[config.mk]
export PLATFORM = sky130hd
export DESIGN_NAME = serial_adder
export DESIGN_NICKNAME = d
export VERILOG_FILES = /design/src/rtl/serial_adder.sv
export SDC_FILE = /design/constraint.sdc
export NUM_CORES = 1
export LEC_CHECK = 0
export CAP_MARGIN = 20
export CORE_AREA = 4 4 52 89
export CTS_CLUSTER_DIAMETER = 150
export CTS_CLUSTER_SIZE = 24
export DETAILED_ROUTE_END_ITERATION = 16
export DIE_AREA = 0 0 56 93
export PLACE_DENSITY_LB_ADDON = 0.08
export SETUP_SLACK_MARGIN = 0.02
export SLEW_MARGIN = 15
export SYNTH_ARGS = -nofsm -noshare
export SYNTH_HDL_FRONTEND = slang
export SYNTH_SLANG_ARGS = --single-unit
[constraint.sdc]
create_clock -name clk -period 1.27 [get_ports clk]
set_input_delay 0.3175 -clock clk [delete_from_list [all_inputs] [get_ports clk]]
set_output_delay 0.3175 -clock clk [all_outputs]
set_load 0.03 [all_outputs]
[src/rtl/serial_adder.sv]
// -----------------------------------------------------------------------------
// serial_adder
//
// Bit-serial unsigned adder. A single full-adder cell and a carry flip-flop
// handle one bit per clock, LSB first. An operation runs from the accepting
// edge to the result edge WIDTH clocks later. One extra cycle in DONE then
// pulses `done`, which gives WIDTH+2 clocks per operation when start is held.
//
// Ports
//   clk    in   1      rising-edge clock
//   rst_n  in   1      asynchronous active-low reset
//   start  in   1      begin an addition (sampled in IDLE only)
//   a, b   in   WIDTH  operands, captured when start is accepted
//   cin    in   1      carry-in, captured when start is accepted
//   s      out  WIDTH  registered sum of the last completed operation
//   cout   out  1      registered carry-out of the last completed operation
//   busy   out  1      high in RUN and DONE
//   done   out  1      one-cycle pulse, s/cout were just updated
// -----------------------------------------------------------------------------
module serial_adder #(
    parameter int WIDTH = 8
) (
    input  logic             clk,
    input  logic             rst_n,
    input  logic             start,
    input  logic [WIDTH-1:0] a,
    input  logic [WIDTH-1:0] b,
    input  logic             cin,
    output logic [WIDTH-1:0] s,
    output logic             cout,
    output logic             busy,
    output logic             done
);

    localparam int CNT_W = $clog2(WIDTH);
    localparam logic [CNT_W-1:0] LAST_BIT = CNT_W'(WIDTH - 1);

    typedef enum logic [1:0] {
        IDLE = 2'd0,
        RUN  = 2'd1,
        DONE = 2'd2
    } state_t;

    state_t           r_state;
    logic [WIDTH-1:0] r_a;
    logic [WIDTH-1:0] r_b;
    logic             r_carry;
    logic [CNT_W-1:0] r_cnt;
    // The result shift register holds WIDTH-1 bits. The last sum bit goes
    // straight into s together with them on the final edge.
    logic [WIDTH-2:0] r_res;

    logic             w_sum;
    logic             w_carry;
    logic [WIDTH-1:0] w_next;

    // Full-adder bit cell on the current LSBs and the stored carry.
    assign w_sum   = r_a[0] ^ r_b[0] ^ r_carry;
    assign w_carry = (r_a[0] & r_b[0]) | (r_a[0] & r_carry) | (r_b[0] & r_carry);

    // The new sum bit enters at the MSB, and the older bits move one place right.
    assign w_next  = {w_sum, r_res};

    // NOTE: sequential state uses non-blocking assignments, so every register
    // in this block samples the pre-edge values of the others.
    always_ff @(posedge clk or negedge rst_n) begin
        if (!rst_n) begin
            // NOTE: every register is reset here, including the datapath
            // shift registers. An aborted operation therefore leaves no trace.
            r_state <= IDLE;
            r_a     <= '0;
            r_b     <= '0;
            r_carry <= 1'b0;
            r_cnt   <= '0;
            r_res   <= '0;
            s       <= '0;
            cout    <= 1'b0;
            busy    <= 1'b0;
            done    <= 1'b0;
        end else begin
            case (r_state)
                IDLE: begin
                    if (start) begin
                        r_a     <= a;
                        r_b     <= b;
                        r_carry <= cin;
                        r_cnt   <= '0;
                        r_res   <= '0;
                        busy    <= 1'b1;
                        r_state <= RUN;
                    end
                end

                RUN: begin
                    r_a     <= r_a >> 1;
                    r_b     <= r_b >> 1;
                    r_carry <= w_carry;
                    r_res   <= w_next[WIDTH-1:1];
                    r_cnt   <= r_cnt + CNT_W'(1);
                    // This edge processes the MSB, so the full result is ready now.
                    if (r_cnt == LAST_BIT) begin
                        s       <= w_next;
                        cout    <= w_carry;
                        done    <= 1'b1;
                        r_state <= DONE;
                    end
                end

                DONE: begin
                    done    <= 1'b0;
                    busy    <= 1'b0;
                    r_state <= IDLE;
                end

                default: begin
                    done    <= 1'b0;
                    busy    <= 1'b0;
                    r_state <= IDLE;
                end
            endcase
        end
    end

endmodule

# Word level (Yosys, flattened, before mapping)
# Index checks and enable logic that the tools add are counted.
# word_totals
reg_bits	40
output_inout_bits	11
elab_cells	48
# classes
addsub	1
n_eq_ne	4
n_mux	17
n_bitwise	9
reduce_logical	7
# ops
op	n
$pmux 8 s2	2
$mux 8	2
$pmux 7 s2	1
$reduce_and 2->1	5
$mux 7	1
$pmux 1 s2	3
$pmux 3 s2	1
$mux 2	2
$ne 2x2->1 const B	2
$pmux 2 s2	1
$add 3x1->3 const B	1
$and 1x1->1	3
$eq 3x3->1 const B	1
$mux 1	3
$mux 3	1
$eq 2x1->1 const B	1
$logic_not 2->1	1
$not 1->1	2
$or 1x1->1	2
$reduce_bool 2->1	1
$xor 1x1->1	2

# Logic depth before layout (Yosys ltp)
# logic_depth
depth_word	4
depth_mapped	5

# Worst setup path before layout
# OpenSTA, ideal clock, no wires.
# synth_timing
path_kind	reg-to-reg
start	register r_cnt[0]
end	register cout
setup_time_ns	0.125
arrival_ns	1.244
required_time_ns	1.145
setup_slack_ns	-0.100
path_stages_with_launch	5
synth_period_minus_slack_ns	1.370
cell_sequence	dfrtp_1 ha_1 ha_1 nand2_8 mux2_4
# synth_between
elab_chain_cells	2
# synth_rtl
element	line	text
start, declared	48	logic [CNT_W-1:0] r_cnt;
start signal, assigned	99	r_cnt <= r_cnt + CNT_W'(1);
$eq 3x3->1	101	if (r_cnt == LAST_BIT) begin
$reduce_and 2->1 (no source line)	--	
end signal, assigned	103	cout <= w_carry;
end, declared	30	output logic cout,
# Every way passes these cells.
# A chain may end at the register's enable or synchronous reset.

# Final worst setup path
# layout_timing
start	register r_cnt[0]
end	register s[2]
# layout_between
elab_chain_cells	2
# layout_rtl
element	line	text
$eq 3x3->1	101	
$reduce_and 2->1 (no source line)	--	
end signal, assigned	102	s <= w_next;
end, declared	29	output logic [WIDTH-1:0] s,
# Every way passes these cells.

==> flow_summary.toml <==
[run_status]
status = "complete, but fails checks"
violations = "negative setup slack"

[floorplan]
dieHeight_um = 93
coreArea_um2 = 3900
die-width_um = 56
num_rows = 30
initial_core_util_pct = 45.7
num_io_pins = 31
dieArea_um2 = 5210

[synth]
synth_edf_count = 0
syn_inst = 150
ys.flop_type = "dfrtp_1"
yosys-top-cells-count = "dfrtp_1 (40), nor3_1 (24), o22ai_1 (15)"
async_flop_share_pct = 100
yosys_warnings = 0
syn-num-nets = 173
synth_area_leader_cell = "dfrtp_1"
synth_area_um2 = 1780
synth-seq-cells = 40
yosysTopAreaCellShare_pct = 56.1
synth.distinct_cells = 26
yosys.cell_count.top_type = "dfrtp_1"
syn_area_per_cell_um2 = 11.9
yosys-top-cells-area = "dfrtp_1 (56%), mux2_4 (7.6%), nor3_1 (6.7%)"
ys_seq_area_share_pct = 56.1

[sta]
finalClockSkew_ns = 0.00629
setup_violations = 9
period_minus_slack_ns = 1.30
max-slew-margin-rel_pct = 83.1
slew_violations = 0
tightest_slew_ns = 0.254
fin_crit_sh_pct = 102
rsz0062_at_grt = "true"
fmax_mhz = 770
setup_ws_ns = -0.0281
final_hold_viol_count = 0
holdWs_ns = 0.512

[cells_and_area]
fin_nets = 221
post-route-util_pct = 62.7
n_antenna_cell = 0
area_growth_pct = 37.2
fillCellCount = 344
drive_above_1_share_pct = 32.2
final_cells = 247

[worst_setup_path]
critPathArrivalTime_ns = 1.46
critPathSlowestCell = "dfrtp_1"
crit_path_max_incr_delay_ns = 0.39
path_cells = "ha_2 -> ha_4 -> nand2_8 -> mux2_4"
cp_max_fo = 5
path_class = "reg -> reg"
end_kind = "flip-flop"
worstPathRequired_ns = 1.44
cp-start-kind = "flip-flop"

[grt]
grt_max_degree = 41
antenna_found_initial = 0
overflow = 0
grt_pass1_wl_mm = 6.34
grt_pass1_vias = 1398
grt_usage_pct = 15.2

[power_and_ir_drop]
power.density_nw_per_um2 = 2500
peakVddDrop_mv = 1.42
power_mw = 6.13
power_leakage_nw = 1.07

[cts]
ctsLongestPathBuffers = 2
cts_tree = "done"
clk_pin_slew_ns = 0.08
clk_latency_ns = 0.28
clkSinkCount = 40
root_buffer = "clkbuf_8"
h-tree-depth = 2
cts_made_buffers = 5

[run]
maxCapViolations = 0

[detailed_routing]
drcViolationCount = 0
vias = 1349
drt.antenna.violating_nets = 0
drt-total-wl_mm = 3.76
vias_per_cell = 5.46
routedWlPerCell_um = 15.2
first_pass_iters = 4
drtIter0Drc = 34

[placement]
dp_hpwl_mm = 2.62
pre_cts_ws_ns = -0.299
portBuffers = 30
gp_congestion = 0.780
placed_cells = 234

[worst_hold_path]
min_path_type = "reg -> reg"
-- cell families after synthesis --
family                   after synthesis  share of synthesized area, %
AND/OR/NAND/NOR                       44                          13.7
AO/OA/AOI/OAI                         40                          16.0
flip-flops                            40                          56.1
buffers and inverters                 14                          4.14
multiplexers                           9                          7.57
adder cells (fa/ha/maj)                3                          2.52
-- per-layer routing --
metal	GRT usage [%]	vias up	wire, um
li1	-	653	-
met1	17.0	650	1510
met2	27.6	37	2010
met3	3.73	9	155
met4	5.35	0	85
met5	0	-	0
-- power by group --
part           switching (mW)  total (mW)  internal, mW
Clock                   0.407       0.990         0.583
Sequential              0.433        2.30          1.87
Combinational            1.37        2.83          1.46
Total                    2.21        6.13          3.92
-- timing repair --
item,4_1_cts,5_1_grt
setup endpoints to repair,11,35
pin swaps,3,2
hold endpoints to repair,22,0
gates resized for setup,2,8
gates cloned,1,1
buffers inserted,1,1
hold buffers,1,0
-- layout by cell type (no fill, tap or decap), types with 2 or more instances in the layout --
cell type	count
nand2_1	3
o21ai_0	2
nand2b_1	2
buf_6	2
clkbuf_8	5
o21ai_1	3
a22o_1	9
nor3_1	24
clkdlybuf4s50_1	18
mux2_4	9
nand2b_4	2
buf_4	24
nand2_8	2
o22ai_1	15
buf_12	4
nor2_1	9
a21oi_1	2
dfrtp_1	39
o32ai_2	3
o32ai_1	4
inv_2	2
-- final timing paths --
kind / depth (start not counted) / end / startpoint / slack (ns)
max: 4 / s[2]$_DFFE_PN0P_ / r_cnt[0]$_DFFE_PN0P_ / -0.03
min: 1 / s[0]$_DFFE_PN0P_ / s[0]$_DFFE_PN0P_ / 0.51
max reg2reg: 4 / s[2]$_DFFE_PN0P_ / r_cnt[0]$_DFFE_PN0P_ / -0.03
min reg2reg: 1 / s[0]$_DFFE_PN0P_ / s[0]$_DFFE_PN0P_ / 0.51
max in group asynchronous: 3 / r_state[1]$_DFFE_PN0P_ / rst_n / 0.54
min in group asynchronous: 3 / r_res[0]$_DFFE_PN0P_ / rst_n / 0.53
-- cell type report --
cell class                      instances  area, um2  area share [%]
Tap cell                               48       60.1            2.45
Clock buffer                            6       72.6            2.96
Inverter                                3       11.3           0.460
Clock inverter                          2       35.0            1.43
Timing Repair Buffer                   50        478            19.5
Sequential cell                        40       1000            40.9
Multi-Input combinational cell         98        790            32.2
-- critical path: cells and delay by family (launching register included) --
kind	cells	cell delay [ns]
adder cells (fa/ha/maj)	2	0.40
flip-flops	1	0.39
multiplexers	1	0.29
AND/OR/NAND/NOR	1	0.10
-- sequential cells by signal, indices dropped and copies added, names as in the netlist --
name     cells
busy         1
r_cnt        3
s            8
r_res        7
r_a          8
done         1
r_carry      1
r_b          8
r_state      2
cout         1
-- metrics by stage --
step	instance area, um2	TNS, ns
finish	2450	-0.231
global route	2450	-0.571
CTS	2380	-0.306
detailed placement	2230	-6.27
global placement	2230	-5.44
floorplan	1800	0
No activity file was read; power rests on OpenSTA's default activity.
